--- config.mk ---
export PLATFORM = sky130hd
export DESIGN_NAME = crc_serial_param
export DESIGN_NICKNAME = d
export VERILOG_FILES = /design/src/rtl/crc_pkg.sv /design/src/rtl/crc_lfsr_step.sv /design/src/rtl/crc_serial_param.sv
export SDC_FILE = /design/constraint.sdc
export NUM_CORES = 1
export LEC_CHECK = 0
export ABC_CLOCK_PERIOD_IN_PS = 2420
export CORE_MARGIN = 4
export CORE_UTILIZATION = 47
export CTS_CLUSTER_DIAMETER = 60
export DETAILED_ROUTE_END_ITERATION = 16
export PLACE_DENSITY = 0.73
export SKIP_LAST_GASP = 1
export SLEW_MARGIN = 30
export SYNTH_ARGS = -nofsm -noshare
export SYNTH_HDL_FRONTEND = slang
export SYNTH_HIERARCHICAL = 1
export SYNTH_SLANG_ARGS = --single-unit
--- constraint.sdc ---
create_clock -name clk -period 2.42 [get_ports clk]
set_input_delay 0.484 -clock clk [delete_from_list [all_inputs] [get_ports clk]]
set_output_delay 0.484 -clock clk [all_outputs]
set_load 0.02 [all_outputs]
--- src/rtl/crc_pkg.sv ---
// crc_pkg: shared definitions for the serial CRC generator family.
//
// Contents:
//   - FSM state encoding (ST_IDLE / ST_SHIFT / ST_OUT) and the enum built on it.
//   - Default CRC-8 constants (right-shift tap mask and seed).
//   - CRC-16-CCITT and CRC-32 presets in reflected (right-shift) form.
//
// Handshake contract for every block using this package:
//   'active' is a level qualifier: each rising clk edge with active=1 carries
//   exactly one data bit. 'valid' is a level qualifier on the serial output:
//   each rising clk edge with valid=1 presents one CRC bit (LSB first).
//   There is no ready/back-pressure; the consumer must accept every valid bit.
package crc_pkg;

  localparam logic [1:0] ST_IDLE  = 2'd0;
  localparam logic [1:0] ST_SHIFT = 2'd1;
  localparam logic [1:0] ST_OUT   = 2'd2;

  typedef enum logic [1:0] {
    S_IDLE  = ST_IDLE,
    S_SHIFT = ST_SHIFT,
    S_OUT   = ST_OUT
  } crc_state_e;

  // Default CRC-8 configuration.
  localparam logic [7:0]  CRC8_POLY        = 8'hC4;
  localparam logic [7:0]  CRC8_SEED        = 8'hD8;

  // CRC-16-CCITT (X-25 flavour), reflected polynomial 0x1021 -> 0x8408.
  localparam logic [15:0] CRC16_CCITT_POLY = 16'h8408;
  localparam logic [15:0] CRC16_CCITT_SEED = 16'hFFFF;
  localparam logic [15:0] CRC16_CCITT_XOR  = 16'hFFFF;

  // CRC-32 (IEEE 802.3), reflected polynomial 0x04C11DB7 -> 0xEDB88320.
  localparam logic [31:0] CRC32_POLY       = 32'hEDB88320;
  localparam logic [31:0] CRC32_SEED       = 32'hFFFFFFFF;
  localparam logic [31:0] CRC32_XOR        = 32'hFFFFFFFF;

endpackage

--- src/rtl/crc_lfsr_step.sv ---
// crc_lfsr_step: combinational one-bit step of a right-shifting CRC LFSR.
//
// Ports:
//   lfsr_i  [CRC_W-1:0]  current register value
//   data_i               incoming data bit
//   next_o  [CRC_W-1:0]  register value after absorbing data_i
//
// fb = data ^ lfsr[0]; next = (lfsr >> 1) ^ (fb ? POLY : 0).
// Kept as its own block so a byte-parallel variant can chain eight copies.
module crc_lfsr_step #(
  parameter int               CRC_W = 8,
  parameter logic [CRC_W-1:0] POLY  = CRC_W'(8'hC4)
) (
  input  logic [CRC_W-1:0] lfsr_i,
  input  logic             data_i,
  output logic [CRC_W-1:0] next_o
);

  logic fb;

  assign fb     = data_i ^ lfsr_i[0];
  assign next_o = (lfsr_i >> 1) ^ ({CRC_W{fb}} & POLY);

endmodule

--- src/rtl/crc_serial_param.sv ---
// crc_serial_param: parametrised serial CRC generator.
//
// Absorbs a bit stream LSB-first while 'active' is high, then shifts the CRC
// out serially (LSB first) with 'valid' high for exactly CRC_W cycles. The
// final CRC is also presented in parallel on crc_par, updated with a one-cycle
// 'done' strobe that coincides with the first valid cycle.
//
// Optional feature: define CRC_XOROUT_EN to XOR the final register with
// XOR_OUT before it is presented (both crc_par and the serial stream).
// Without the macro XOR_OUT is ignored and no XOR logic exists.
//
// Ports:
//   clk          in   system clock, rising edge
//   rst          in   asynchronous active-high reset
//   data         in   serial data bit, sampled while active=1
//   active       in   frame enable; a low sample ends the frame
//   valid        out  high while crc carries a CRC bit
//   crc          out  serial CRC bit, LSB first
//   crc_par      out  [CRC_W] final CRC, held until the next done
//   done         out  one-cycle pulse when the CRC is finalised
//   busy         out  high in SHIFT or OUT
//   dbg_state_o  out  current FSM state, for observation only
//
// Handshake: one data bit per clk edge with active=1; one CRC bit per clk
// edge with valid=1; no back-pressure in either direction.
module crc_serial_param
  import crc_pkg::*;
#(
  parameter int               CRC_W   = 8,
  parameter logic [CRC_W-1:0] POLY    = CRC_W'(CRC8_POLY),
  parameter logic [CRC_W-1:0] SEED    = CRC_W'(CRC8_SEED),
  parameter logic [CRC_W-1:0] XOR_OUT = '0
) (
  input  logic             clk,
  input  logic             rst,
  input  logic             data,
  input  logic             active,
  output logic             valid,
  output logic             crc,
  output logic [CRC_W-1:0] crc_par,
  output logic             done,
  output logic             busy,
  output crc_state_e       dbg_state_o
);

  localparam int               CNT_W    = $clog2(CRC_W + 1);
  localparam logic [CNT_W-1:0] CNT_LAST = CNT_W'(CRC_W);
  localparam logic [CNT_W-1:0] CNT_ONE  = CNT_W'(1);

  crc_state_e       state_q, state_d;
  logic [CRC_W-1:0] lfsr_q, lfsr_d;
  logic [CRC_W-1:0] out_sr_q, out_sr_d;
  logic [CNT_W-1:0] cnt_q, cnt_d;
  logic             valid_q, valid_d;
  logic             crc_q, crc_d;
  logic [CRC_W-1:0] crc_par_q, crc_par_d;
  logic             done_q, done_d;
  logic             busy_q, busy_d;

  logic [CRC_W-1:0] step_src;
  logic [CRC_W-1:0] step_next;
  logic [CRC_W-1:0] fin_w;

  // The first bit of a frame is absorbed on the edge that leaves IDLE, so it
  // must be stepped from SEED rather than whatever the register holds.
  assign step_src = (state_q == S_IDLE) ? SEED : lfsr_q;

  crc_lfsr_step #(
    .CRC_W (CRC_W),
    .POLY  (POLY)
  ) u_step (
    .lfsr_i (step_src),
    .data_i (data),
    .next_o (step_next)
  );

`ifdef CRC_XOROUT_EN
  assign fin_w = lfsr_q ^ XOR_OUT;
`else
  assign fin_w = lfsr_q;
  logic unused_xor_out;
  assign unused_xor_out = ^XOR_OUT;
`endif

  always_comb begin
    state_d   = state_q;
    lfsr_d    = lfsr_q;
    out_sr_d  = out_sr_q;
    cnt_d     = cnt_q;
    valid_d   = valid_q;
    crc_d     = crc_q;
    crc_par_d = crc_par_q;
    done_d    = 1'b0;
    busy_d    = busy_q;

    case (state_q)
      S_IDLE: begin
        if (active) begin
          lfsr_d  = step_next;
          state_d = S_SHIFT;
          busy_d  = 1'b1;
        end else begin
          lfsr_d  = SEED;
        end
      end

      S_SHIFT: begin
        if (active) begin
          lfsr_d = step_next;
        end else begin
          // Frame ended: publish the CRC and emit bit 0 on the same edge.
          crc_par_d = fin_w;
          done_d    = 1'b1;
          state_d   = S_OUT;
          valid_d   = 1'b1;
          crc_d     = fin_w[0];
          out_sr_d  = fin_w >> 1;
          cnt_d     = CNT_ONE;
        end
      end

      S_OUT: begin
        // 'active' is deliberately ignored here; those bits are dropped.
        if (cnt_q < CNT_LAST) begin
          crc_d    = out_sr_q[0];
          out_sr_d = out_sr_q >> 1;
          cnt_d    = cnt_q + CNT_ONE;
        end else begin
          valid_d = 1'b0;
          crc_d   = 1'b0;
          busy_d  = 1'b0;
          lfsr_d  = SEED;
          cnt_d   = '0;
          state_d = S_IDLE;
        end
      end

      default: begin
        state_d = S_IDLE;
        lfsr_d  = SEED;
        cnt_d   = '0;
        valid_d = 1'b0;
        crc_d   = 1'b0;
        busy_d  = 1'b0;
      end
    endcase
  end

  always_ff @(posedge clk or posedge rst) begin
    if (rst) begin
      state_q   <= S_IDLE;
      lfsr_q    <= SEED;
      out_sr_q  <= '0;
      cnt_q     <= '0;
      valid_q   <= 1'b0;
      crc_q     <= 1'b0;
      crc_par_q <= '0;
      done_q    <= 1'b0;
      busy_q    <= 1'b0;
    end else begin
      state_q   <= state_d;
      lfsr_q    <= lfsr_d;
      out_sr_q  <= out_sr_d;
      cnt_q     <= cnt_d;
      valid_q   <= valid_d;
      crc_q     <= crc_d;
      crc_par_q <= crc_par_d;
      done_q    <= done_d;
      busy_q    <= busy_d;
    end
  end

  assign valid       = valid_q;
  assign crc         = crc_q;
  assign crc_par     = crc_par_q;
  assign done        = done_q;
  assign busy        = busy_q;
  assign dbg_state_o = state_q;

endmodule

Yosys cells after proc, flatten, opt, wreduce, memory -nomap -nowiden
Index checks and enable logic that the tools add are counted.
Word-level totals
  output and inout bits: 14
  input port bits: 4
  bits in registers: 34
  logic and storage cells: 57
Operators by class
  order comparisons: 1
  eq/ne operators: 7
  add/sub/neg operators: 1
  reduce and logical (&&, ||, !) cells: 9
  bitwise operators: 5
  mux-type cells: 25
Operators with widths (count)
  $mux W8: 6
  $pmux W8 S3: 1
  $pmux W8 S2: 1
  $pmux W4 S3: 1
  $reduce_and A3 Y1: 4
  $ne A2 B2 Y1 const B: 5
  $pmux W1 S3: 3
  $mux W4: 2
  $xor A7 B8 Y8: 1
  $mux W1: 7
  $mux W2: 3
  $pmux W2 S3: 1
  $reduce_and A2 Y1: 3
  $add A4 B1 Y4 const B: 1
  $lt A4 B4 Y1 const B: 1
  $not A1 Y1: 3
  $eq A2 B1 Y1 const B: 1
  $eq A2 B2 Y1 const B: 1
  $logic_not A2 Y1: 1
  $reduce_bool A2 Y1: 1
  $xor A1 B1 Y1: 1

Logic depth before layout (Yosys ltp)
  word-level depth: 6
  mapped depth: 8
  gate-level depth less buffers: 6

Hierarchy
The synthesis kept the hierarchy.
By module, submodules not included
  crc_serial_param: area an instance 1667.8 µm², sequential area each 830.8 µm², times used 1, cells an instance 143
  crc_lfsr_step: area an instance 101.3 µm², sequential area each 0.0 µm², times used 1, cells an instance 9

Worst setup path before layout
No wires, ideal clock.
  path kind: register -> register
  start point: register state_q[0], in the netlist dbg_state_o[0]
  end point: register lfsr_q[2], in the netlist fin_w[2]
  stages on the path, launching flop included: 9
  data required time: 2.280 ns
  path buffers: 2
  arrival time: 1.967 ns
  path slack: 0.313 ns
  setup time: 0.140 ns
  period minus slack after synthesis: 2.107 ns
  cell sequence: dfrtp_1 > inv_1 > ha_1 > buf_2 > clkbuf_1 > nor2_1 > xor3_1 > nand3_1 > o221ai_1
On the way
  word-level cells in the longest chain between the ends: 6
  elaborated cells between the ends (all ways): 12
  classes of those cells: eq/ne: 4; mux: 4; bitwise: 2; reduce/logical: 2
RTL lines
  from (decl): RTL line crc_serial_param.sv:50  | crc_state_e state_q, state_d;
  from (signal assigned): RTL line crc_serial_param.sv:161  | state_q <= state_d;
  $logic_not A2 Y1 *: RTL line crc_serial_param.sv:66  | assign step_src = (state_q == S_IDLE) ? SEED : lfsr_q;
  $mux W8 *: RTL line crc_serial_param.sv:66
  net step_src[0]: RTL line crc_serial_param.sv:60  | logic [CRC_W-1:0] step_src;
  $xor A1 B1 Y1 *: RTL line crc_lfsr_step.sv:21  | assign fb = data_i ^ lfsr_i[0];
  $xor A7 B8 Y8 *: RTL line crc_lfsr_step.sv:22  | assign next_o = (lfsr_i >> 1) ^ ({CRC_W{fb}} & POLY);
  net step_next[2]: RTL line crc_serial_param.sv:61  | logic [CRC_W-1:0] step_next;
  $mux W8, on equally long branches: RTL line crc_serial_param.sv:108, crc_serial_param.sv:98
  $pmux W8 S3 *: RTL line crc_serial_param.sv:96  | case (state_q)
  to (signal assigned): RTL line crc_serial_param.sv:162  | lfsr_q <= lfsr_d;
  to (decl): RTL line crc_serial_param.sv:51  | logic [CRC_W-1:0] lfsr_q, lfsr_d;
The timed path passes the listed nets; every way through them passes the cells marked *. The select of a mux whose other input is x is not followed.
A chain may end at the register's enable or synchronous reset.

Worst setup path after layout
  start point: register state_q[0], in the netlist dbg_state_o[0]
  end point: register lfsr_q[3], in the netlist fin_w[3]
On the way
  word-level cells in the longest chain between the ends: 5
  elaborated cells between the ends (all ways): 11
  classes of those cells: eq/ne: 4; mux: 4; bitwise: 1; reduce/logical: 2
RTL lines (RTL line)
  $logic_not A2 Y1: crc_serial_param.sv:66, crc_serial_param.sv:96
  $mux W8: crc_serial_param.sv:66
  $xor A7 B8 Y8: crc_lfsr_step.sv:22
  $mux W8, on equally long branches: crc_serial_param.sv:108, crc_serial_param.sv:98
  $pmux W8 S3: crc_serial_param.sv:96
Parallel ways exist; a longest one is shown, timed or not. The select of a mux whose other input is x is not followed.

==> results.ini <==
[run_status]
outcome = completed

[cts]
cts_max_level = 2
post-cts-setup-buffers = 0
cts_tree = built
clkLatencyLatePin_ns = 0.29
ctsRootBufferMaster = clkbuf_8
cts_buffers = 5
post_cts_resized = 0
clkSinkCount = 33
clk_pin_slew_ns = 0.06
cts_hold_buf = 0
clk_path_buf_depth = 2

[global_routing]
grt-ovfl-total = 0
grt_pass1_vias = 1165
grt.total_usage_pct = 14.39
grt_max_degree = 34
grt_antenna_before_repair = 0
grt_pass1_wl_mm = 5.423

[yosys]
synthCells = 152
synth.area.top_cells = dfrtp_1 41%, dfstp_2 5.9%, mux2_4 5.9%
synth_area_um2 = 1769
async_flop_share_pct = 100.0
ys_seq_area_share_pct = 46.96
syn_avg_cell_area_um2 = 11.64
yosysTopAreaCell = dfrtp_1
synthFlopType = dfrtp_1
synth_cell_type_count = 40
synth_top_area_share_pct = 41.02
synth.net_count = 162
ys_ff_latch = 33
ys.warnings.count = 6
synth-edff-count = 0

[cells_and_area]
nNetsFinal = 176
fin_util_pct = 55.54
syn2layout_area_growth_pct = 14.92
drive_gt1_share_pct = 23.35
stdcell_count = 215
n_antenna_cell = 0

[sta]
fin_worst_skew_ns = 0.003920
fin_crit_sh_pct = 82.77
drv_slew = 0
setup_violations = 0
tightest_slew_ns = 0.4803
clock.fmax_mhz = 499.3
period_needed_ns = 2.003
hold_ws_ns = 0.4864
slew_headroom_pct = 67.98
final_hold_viol_count = 0
rsz0062_at_grt = false
setup_tns_ns = 0

[power_and_ir_drop]
power.sequential.fraction_pct = 34.3
leakagePower_nw = 0.8915
switching_share_pct = 37.32
clockPowerShare_pct = 17.7
powerDensity_nw_per_um2 = 1267
p_int_mw = 1.615
worst_ir_drop_vdd_uv = 588.0
p_switching_mw = 0.9616
power_frac_comb_pct = 48.1

[worst_setup_path]
r2r-start = dbg_state_o[0]$_DFFE_PP0P_
arrival_ns = 2.24
max_stage_delay_ns = 0.44
crit_path_max_fanout = 14
crit_type = reg -> reg
crit_chain = inv_1 -> ha_1 -> nand2b_1 -> o211ai_1 -> o22a_1
ff2ff_path_depth = 5
worstPathRequired_ns = 2.65
crit_slowest_cell = dfrtp_1
r2r-end = fin_w[3]$_DFFE_PP1P_
r2r_setup_slack_ns = 0.42
end_kind = flip-flop
setup.worst_path.start_class = flip-flop

[route]
drtIter0Drc = 54
wl_mm = 3.269
ant_nets = 0
firstDrtPassIters = 4
drt-vias-per-instance = 5.423
vias = 1166
wl_per_cell_um = 15.20
remaining_drc_errors = 0

[job]
max-cap-violations = 0

[worst_hold_path]
hold_path_depth = 1
hold_start = crc_par[1]$_DFFE_PP0P_
worstHoldPathType = reg -> reg
hold_end = crc_par[1]$_DFFE_PP0P_

[placement]
port_buffers = 17
placed_cells = 207
gp_congestion = 0.8133
post-dp-hpwl_mm = 2.314

[floorplan]
initial_core_util_pct = 48.33
fp.dieH_um = 69.36
num_io_pins = 18
design.core.area_um2 = 3661
die_w_um = 69.36
rows = 22
dieArea_um2 = 4810

state kept, by name, indices dropped and copies added, names as in the netlist:
signal and flops:
crc_par 8, fin_w 8, out_sr_q 7, cnt_q 4
dbg_state_o 2, busy 1, crc 1, done 1
valid 1
power groups by stage:
stage / combinational, mW / sequential [mW] / clock, mW
after floorplan: 0.866 / 0.958 / 0
after global placement: 1.21 / 0.881 / 0
after detailed placement: 1.24 / 0.892 / 0
after CTS: 1.25 / 0.885 / 0.468
after global routing: 1.35 / 0.906 / 0.487
final: 1.24 / 0.883 / 0.455
worst max-delay path by stage:
stage | start | endpoint | slack, ns | cells past startpoint
floorplan | dbg_state_o[0]$_DFFE_PP0P_ | fin_w[2]$_DFFE_PP0P_ | 0.31 | 8
global placement | active | out_sr_q[3]$_DFFE_PP0P_ | 0.47 | 4
detailed placement | active | out_sr_q[2]$_DFFE_PP0P_ | 0.45 | 4
CTS | dbg_state_o[0]$_DFFE_PP0P_ | fin_w[6]$_DFFE_PP1P_ | 0.43 | 5
global route | dbg_state_o[0]$_DFFE_PP0P_ | fin_w[3]$_DFFE_PP1P_ | 0.23 | 5
finish | dbg_state_o[0]$_DFFE_PP0P_ | fin_w[3]$_DFFE_PP1P_ | 0.42 | 5
metrics by stage:
step / area (um^2) / setup slack (ns) / total power [mW]
floorplan: 1769 / 0.3128 / 1.823
global placement: 1932 / 0.4748 / 2.089
detailed placement: 1932 / 0.4523 / 2.128
CTS: 2033 / 0.4284 / 2.598
global route: 2033 / 0.2307 / 2.746
finish: 2033 / 0.4170 / 2.577
logic make-up (layout without fill, tap and decap cells):
logic type	after synthesis	in the layout	synth area share (%)
xor gates and xnor gates	3	3	3.183
adders and majority gates	6	6	4.243
buffers and inverters	24	39	7.425
DFF	33	33	46.96
muxes	20	20	14.07
AOI/OAI and AO/OA	32	32	13.44
and+or+nand+nor	34	34	10.68
cell type report:
type	count	area (um^2)
repair buffers	20	192.7
multi-input cells	95	807.0
clock buffers	7	96.34
inverters	11	41.29
fillers	312	1628
clock inverters	1	5.005
flip-flops and latches	33	830.8
well taps	48	60.06
worst max-delay path, delay by kind of cell, from the launching register on:
kind            cells  cell delay [ns]
compound gates      2             0.55
fa+ha+maj           1             0.44
simple gates        1             0.38
flops               1             0.44
buf+inv             1             0.14
cells in the final DEF (no fill, tap or decap), types with 2 or more instances in the layout:
master           instances
o31ai_1                  2
dfstp_2                  4
buf_4                    3
clkbuf_8                 7
a21oi_1                  2
dfrtp_1                 29
mux2_4                   7
clkdlybuf4s50_1         17
a31oi_1                  3
nand2_1                  9
xor3_1                   2
mux2_1                   2
o21ai_0                  8
inv_1                   11
nor2_1                   5
ha_1                     6
or2_2                    4
mux2_2                   9
nor2b_1                  3
mux2i_1                  2
nand4_1                  4
o22a_1                   4
o221ai_1                 4
nand3_1                  4
synth_stat cells (3+ instances only):
library cell,n
buf_4,8
dfstp_2,4
nor2b_1,3
nor2_1,5
a31oi_1,3
o221ai_1,4
nand4_1,4
or2_2,4
nand2_1,9
ha_1,6
mux2_2,9
mux2_4,7
buf_2,3
inv_1,11
nand3_1,4
dfrtp_1,29
o22a_1,4
o21ai_0,8
layer usage:
layer | GRT usage, % | vias up | wire length (um)
met5 | 0 | - | 0
met4 | 9.328 | 0 | 45
met3 | 3.768 | 3 | 139
met2 | 21.50 | 27 | 1533
met1 | 18.34 | 577 | 1550
li1 | - | 559 | -
No activity file was read; power rests on OpenSTA's default activity.
